### src/rtl/bus_timer_responder.sv
// RISC-V machine timer (mtime/mtimecmp) as a responder on the Ibex req/gnt/rvalid data bus.
// Optional prescaler on CTRL[15:8] enabled by defining BUS_TIMER_PRESCALER_EN.
module bus_timer_responder #(
    parameter logic [31:0] BaseAddr = 32'h0001_0000,
    parameter logic [31:0] AddrMask = 32'h0000_001F
) (
    input  logic        clk_i,
    input  logic        rst_i,
    input  logic        req_i,
    input  logic        we_i,
    input  logic [3:0]  be_i,
    input  logic [31:0] addr_i,
    input  logic [31:0] wdata_i,
    output logic        gnt_o,
    output logic        rvalid_o,
    output logic [31:0] rdata_o,
    output logic        err_o,
    output logic        irq_timer_o
);

    logic [63:0] mtime_q, mtime_d;
    logic [63:0] mtimecmp_q, mtimecmp_d;
    logic        en_q, en_d;
    logic        tick;
    logic [2:0]  off;
    logic        acc_ok, wr;
    logic [31:0] rd_word, ctrl_word;
    logic        rvalid_q, err_q, irq_q;
    logic [31:0] rdata_q;

`ifdef BUS_TIMER_PRESCALER_EN
    logic [7:0] prescale_q, prescale_d;
    logic [7:0] pcnt_q, pcnt_d;
`endif

    function automatic logic [31:0] merge(input logic [31:0] old, input logic [31:0] nw,
                                          input logic [3:0] be);
        logic [31:0] res;
        res = old;
        for (int unsigned i = 0; i < 4; i++) begin
            if (be[i]) res[8*i +: 8] = nw[8*i +: 8];
        end
        return res;
    endfunction

    // Responses are always single-cycle, so nothing ever blocks a grant.
    assign gnt_o = req_i;

    assign off    = addr_i[4:2];
    assign acc_ok = ((addr_i & ~AddrMask) == BaseAddr) && (off <= 3'd4);
    assign wr     = req_i & we_i & acc_ok;

    always_comb begin
        ctrl_word = '0;
        ctrl_word[0] = en_q;
`ifdef BUS_TIMER_PRESCALER_EN
        ctrl_word[15:8] = prescale_q;
        tick = en_q && (pcnt_q == prescale_q);
`else
        tick = en_q;
`endif
        case (off)
            3'd0:    rd_word = mtime_q[31:0];
            3'd1:    rd_word = mtime_q[63:32];
            3'd2:    rd_word = mtimecmp_q[31:0];
            3'd3:    rd_word = mtimecmp_q[63:32];
            3'd4:    rd_word = ctrl_word;
            default: rd_word = '0;
        endcase
    end

    always_comb begin
        mtime_d    = mtime_q + {63'd0, tick};
        mtimecmp_d = mtimecmp_q;
        en_d       = en_q;
`ifdef BUS_TIMER_PRESCALER_EN
        prescale_d = prescale_q;
        if (!en_q || (wr && off == 3'd4)) pcnt_d = '0;
        else if (pcnt_q == prescale_q)    pcnt_d = '0;
        else                              pcnt_d = pcnt_q + 8'd1;
`endif
        // A software write to either mtime half replaces the whole increment for that cycle.
        if (wr) begin
            case (off)
                3'd0: mtime_d = {mtime_q[63:32], merge(mtime_q[31:0], wdata_i, be_i)};
                3'd1: mtime_d = {merge(mtime_q[63:32], wdata_i, be_i), mtime_q[31:0]};
                3'd2: mtimecmp_d[31:0]  = merge(mtimecmp_q[31:0], wdata_i, be_i);
                3'd3: mtimecmp_d[63:32] = merge(mtimecmp_q[63:32], wdata_i, be_i);
                3'd4: begin
                    if (be_i[0]) en_d = wdata_i[0];
`ifdef BUS_TIMER_PRESCALER_EN
                    if (be_i[1]) prescale_d = wdata_i[15:8];
`endif
                end
                default: ;
            endcase
        end
    end

    always_ff @(posedge clk_i) begin
        if (rst_i) begin
            mtime_q    <= '0;
            mtimecmp_q <= '1;
            en_q       <= 1'b0;
            rvalid_q   <= 1'b0;
            err_q      <= 1'b0;
            rdata_q    <= '0;
            irq_q      <= 1'b0;
`ifdef BUS_TIMER_PRESCALER_EN
            prescale_q <= '0;
            pcnt_q     <= '0;
`endif
        end else begin
            mtime_q    <= mtime_d;
            mtimecmp_q <= mtimecmp_d;
            en_q       <= en_d;
            rvalid_q   <= req_i;
            err_q      <= req_i & ~acc_ok;
            rdata_q    <= (req_i && !we_i && acc_ok) ? rd_word : '0;
            irq_q      <= (mtime_q >= mtimecmp_q);
`ifdef BUS_TIMER_PRESCALER_EN
            prescale_q <= prescale_d;
            pcnt_q     <= pcnt_d;
`endif
        end
    end

    assign rvalid_o    = rvalid_q;
    assign err_o       = err_q;
    assign rdata_o     = rdata_q;
    assign irq_timer_o = irq_q;

endmodule

### config.mk
export PLATFORM = sky130hd
export DESIGN_NAME = bus_timer_responder
export DESIGN_NICKNAME = d
export VERILOG_FILES = /design/src/rtl/bus_timer_responder.sv
export SDC_FILE = /design/constraint.sdc
export NUM_CORES = 1
export LEC_CHECK = 0
export CAP_MARGIN = 20
export CORE_ASPECT_RATIO = 0.75
export CORE_MARGIN = 2
export CORE_UTILIZATION = 40
export DETAILED_ROUTE_END_ITERATION = 10
export GPL_TIMING_DRIVEN = 0
export PLACE_DENSITY = 0.56
export SYNTH_ARGS = -nofsm -noshare
export SYNTH_HDL_FRONTEND = slang
export SYNTH_SLANG_ARGS = --single-unit
### constraint.sdc
create_clock -name clk_i -period 6.21 [get_ports clk_i]
set_input_delay 1.242 -clock clk_i [delete_from_list [all_inputs] [get_ports clk_i]]
set_output_delay 1.242 -clock clk_i [all_outputs]
set_load 0.02 [all_outputs]
After elaboration in Yosys (flattened, before gate mapping):

Index checks and enable logic that the tools add are counted.

* $add $sub $neg: 1
* order comparisons: 2
* equal/unequal tests: 15
* mux-type cells: 7
* bitwise logic cells: 5
* reduce and logical (&&, ||, !) cells: 23

Operator list (number)
* $pmux 32 s5: 1
* $pmux 64 s2: 1
* $add 64x1->64: 1
* $ge 64x64->1: 1
* $mux 64: 1
* $mux 8: 4
* $eq 27x12->1 const B: 1
* $reduce_and 3->1: 9
* $ne 3x3->1 const B: 8
* $reduce_and 2->1: 8
* $eq 3x2->1 const B: 2
* $ne 2x2->1 const B: 2
* $and 1x1->1: 3
* $eq 3x1->1 const B: 1
* $eq 3x3->1 const B: 1
* $le 3x3->1 const B: 1
* $logic_and 1x1->1: 3
* $logic_not 3->1: 1
* $not 1->1: 2
* $reduce_or 2->1: 1
* $logic_not 1->1: 1

* flip-flop bits (word level): 164
* input port bits: 72
* output and inout bits: 36

Longest topological paths before layout:

* word-level depth: 5
* mapped depth: 10

Least setup slack after synthesis:

No wires, ideal clock.

* path kind: input port to flip-flop
* from: input addr_i[18]
* to: register mtime_q[38]
* arrival: 2888 ps
* data required time: 6077 ps
* setup slack: 3189 ps
* stages: 7
* path buffers: 1
* cells stage by stage: nor4b_2 -> nand4_1 -> nor4_4 -> buf_4 -> nand3_1 -> o311ai_0 -> a31oi_1

* longest elaborated chain between the ends: 5
* elaborated cells between the ends (all ways): 7
* those cells by class: eq/ne: 3; mux: 1; bitwise: 1; reduce/logical: 2

RTL lines
* start, declared: line 12 `input logic [31:0] addr_i,`
* $eq 27x12->1 (*): line 50 `assign acc_ok = ((addr_i & ~AddrMask) == BaseAddr) && (off <= 3'd4);`
* $logic_and 1x1->1 (*): line 50
* $and 1x1->1 (*): line 51 `assign wr = req_i & we_i & acc_ok;`
* $ne 3x3->1 (no line) or $ne 2x2->1 (tied branches)
* $reduce_and 2->1 (no line)
* end signal, assigned: line 114 `mtime_q <= mtime_d;`
* end, declared: line 21 `logic [63:0] mtime_q, mtime_d;`

Mark *: on every way between the ends. The rest lies on a longest branch, timed or not.
A chain may end at the register's enable or synchronous reset.

Final worst setup path:

* from: input addr_i[4]
* to: register mtime_q[4]

* longest elaborated chain between the ends: 5
* elaborated cells between the ends (all ways): 10
* those cells by class: order compare: 1; eq/ne: 3; mux: 2; bitwise: 1; reduce/logical: 3

RTL lines (line)
* $le 3x3->1: 50
* $logic_and 1x1->1: 50
* $and 1x1->1: 51
* $ne 3x3->1 (no line) or $ne 2x2->1 (tied branches)
* $reduce_and 2->1 (no line)

Parallel ways exist; a longest one is shown, timed or not.

==> flow_summary.ini <==
[clock_network]
clk_pin_slew_ns = 0.07
clock_insertion_delay_worst_skew_ns = 0.45
tritoncts_num_sinks = 164
htree_levels = 4
cts.repair_timing.setup_buffer_count = 0
cts_tree = built
cts_max_path_buffers = 2
cts-resized-gates = 0
cts_root_buffer = sky130_fd_sc_hd__clkbuf_16
post_cts_hold_buffer_count = 0
cts_buffers = 17

[placement]
port-buffer-count = 102
dp_worst_setup_slack_ns = 1.68
post-place-cells = 1629
dp_hpwl_um = 30500
finalWeightedCongestion = 0.984
post_dp_cell_area_um2 = 11300

[power_and_ir_drop]
power_per_cell_area_nw_per_um2 = 189
leakagePower_nw = 5.09
ir_drop_mv = 0.194

[synth]
synth_largest_area_cell = sky130_fd_sc_hd__dfxtp_1
synth_async_sr_flop_share_pct = 0
avgSynthCellArea_um2 = 8.23
netlist_instances = 1194
synth_top_flop_cell = sky130_fd_sc_hd__dfxtp_1
synth_enable_flop_cells = 0
synthesis.nets = 1332
seq_area_frac_synth_pct = 33.4
synth_top_cells_by_area = sky130_fd_sc_hd__dfxtp_1 (33%), sky130_fd_sc_hd__ha_1 (8.4%), sky130_fd_sc_hd__nand2_1 (5.3%)
synth_area_um2 = 9830
synthDominantCellAreaShare_pct = 33.4
synth_cell_type_count = 77
synth-warning-count = 0
postSynthRegisterBits = 164

[worst_setup_path]
reg2reg_end = irq_timer_o
cp-start-kind = primary input
reg2reg_setup_slack_ns = 3.11
r2r_start = mtime_q[62]
critical_path_peak_fanout = 10
reg2reg_depth = 6
data_required_time_at_the_worst_endpoint_ns = 6.56
crit_type = primary input to register
worst_setup_path_end_kind = register
arrival_ns = 4.56

[hold_path]
timing.hold.worst_endpoint = mtimecmp_q[25]
worst_hold_path.num_cells = 2
hold_start = mtimecmp_q[25]
worstHoldPathType = register to register

[timing]
final_critical_path_setup_slack_ns = 2.00
unrepaired_setup_endpoints_after_global_routing = false
fmax_ghz = 0.238
worstMarginPinSlew_ns = 1.10
post-route-period-util_pct = 67.8
min_period_ns = 4.21
timing.max_slew.rel_slack_pct = 26.7
setup_viol_count_final = 0
maxSlewViolCount = 0
finalHoldViolCount = 0
fin_skew_ns = 0.0112
fin_setup_tns_ns = 0

[global_route]
wire_length_of_the_first_global_routing_pass_um = 61400
grt_antenna_before_repair = 1
grt_pass1_vias = 9604
grt_start_max_net_pins = 17
grtUsageTotal_pct = 32.3
grt_overflow = 0

[finish]
nets = 1456
fraction_of_layout_instances_using_a_drive_strength_above_1_pct = 7.44
antenna_cells_inserted = 0
multi_input_comb_area_um2 = 5980
finish.cell_count_without_fillers = 1662
sequential_cell_area_um2 = 3280
areaGrowthSynthToFinish_pct = 20.4
final_design_area_no_fill_um2 = 11800
count_of_filler_cells_inserted_in_the_layout = 2363

[outcome]
outcome = finished clean

[drt]
totalWireLength_um = 41400
vias_per_std_cell = 6.17
antenna_left = 0
drc_errors_left = 0
avgRoutedWirePerCell_um = 24.9
detailedRoute.firstIterationViolations = 1231
routed-via-count = 10300
iteration_count_of_the_initial_detailed_routing_pass = 5

[floorplan]
ios = 108
placeableCoreArea_um2 = 24000
design.die.area_um2 = 25900
die_height_um = 140
floorplan.initialDensity_pct = 40.9
floorplan.rows = 49
die-width_um = 185

[flow_run]
maxCapViolations = 0
==> kinds of logic after synthesis <==
logic type / synth area share [%]
simple gates: 24.3
compound gates: 23.5
flops: 33.4
buf+inv: 5.82
fa+ha+maj: 8.40
mux: 4.42
xor+xnor: 0.178
==> metrics by stage <==
step	hold WS, ns	total power [W]	utilization (%)
after floorplan	0.464	0.00113	-
after global placement	0.485	0.00123	46.9
after detailed placement	0.494	0.00123	47.0
after CTS	0.513	0.00224	49.2
after global routing	0.532	0.00229	49.3
final	0.510	0.00223	49.3
==> where the power goes <==
part	switching [W]	internal, W	leakage, nW
registers	0.000000150	0.00105	1.32
logic	0.000102	0.0000598	3.49
clock network	0.000454	0.000566	0.272
total	0.000556	0.00168	5.09
==> layout by cell type, fill, tap and decap left out, types with 40 or more instances in the layout <==
cell,instances
sky130_fd_sc_hd__dfxtp_1,164
sky130_fd_sc_hd__nand2_1,138
sky130_fd_sc_hd__clkdlybuf4s50_1,102
sky130_fd_sc_hd__a21oi_1,86
sky130_fd_sc_hd__nor2_1,77
sky130_fd_sc_hd__inv_1,74
sky130_fd_sc_hd__ha_1,66
sky130_fd_sc_hd__a22oi_1,59
sky130_fd_sc_hd__clkbuf_1,44
sky130_fd_sc_hd__o21ai_0,42
sky130_fd_sc_hd__mux2i_1,40
==> Yosys cell counts (20+ instances only) <==
| library cell | number |
|---|---|
| sky130_fd_sc_hd__dfxtp_1 | 164 |
| sky130_fd_sc_hd__nand2_1 | 138 |
| sky130_fd_sc_hd__a21oi_1 | 86 |
| sky130_fd_sc_hd__nor2_1 | 77 |
| sky130_fd_sc_hd__inv_1 | 74 |
| sky130_fd_sc_hd__ha_1 | 66 |
| sky130_fd_sc_hd__a22oi_1 | 59 |
| sky130_fd_sc_hd__clkbuf_1 | 42 |
| sky130_fd_sc_hd__o21ai_0 | 42 |
| sky130_fd_sc_hd__mux2i_1 | 40 |
| sky130_fd_sc_hd__nand3_1 | 39 |
| sky130_fd_sc_hd__nor3_1 | 35 |
| sky130_fd_sc_hd__o211ai_1 | 33 |
| sky130_fd_sc_hd__nand4_1 | 27 |
| sky130_fd_sc_hd__a211oi_1 | 20 |
==> critical path: stages <==
cell	delay (ns)
sky130_fd_sc_hd__clkdlybuf4s50_1	0.60
sky130_fd_sc_hd__or2_1	0.31
sky130_fd_sc_hd__clkbuf_1	0.38
sky130_fd_sc_hd__nor2_2	0.51
sky130_fd_sc_hd__and4_1	0.41
sky130_fd_sc_hd__buf_2	0.36
sky130_fd_sc_hd__buf_2	0.38
sky130_fd_sc_hd__nand2_1	0.11
sky130_fd_sc_hd__a211oi_1	0.25
==> layer usage <==
metal | global-route usage, % | part of all wire (%)
met1 | 46.5 | 44
met2 | 46.8 | 42
met3 | 8.48 | 11
met4 | 9.94 | 3.0
met5 | 0 | 0
==> registers in the layout (all words and copies together) (netlist names) <==
register,flops
en_q,1
mtimecmp_q,64
mtime_q,64
irq_timer_o,1
rdata_o,32
rvalid_o,1
err_o,1
==> worst max-delay path by stage <==
stage          startpoint          end  slack [ns]  cells after the start
6_report        addr_i[4]   mtime_q[4]        2.00                      9
5_1_grt         addr_i[4]   mtime_q[4]        1.94                      9
4_1_cts         addr_i[4]   mtime_q[4]        2.12                      9
3_5_place_dp    addr_i[4]   mtime_q[4]        1.68                      9
3_3_place_gp    addr_i[4]   mtime_q[2]        1.70                      9
2_1_floorplan  addr_i[18]  mtime_q[38]        3.19                      7
==> final cells by class <==
class / instances / share of cell area [%]
clock inverters: 11 / 0.719
plain buffers: 64 / 2.48
repair buffers: 105 / 8.86
well taps: 331 / 3.50
inverters: 74 / 2.35
multi-input cells: 892 / 50.5
clock buffers: 21 / 3.89
flip-flops and latches: 164 / 27.7
Power figures use the tool's default switching activity.
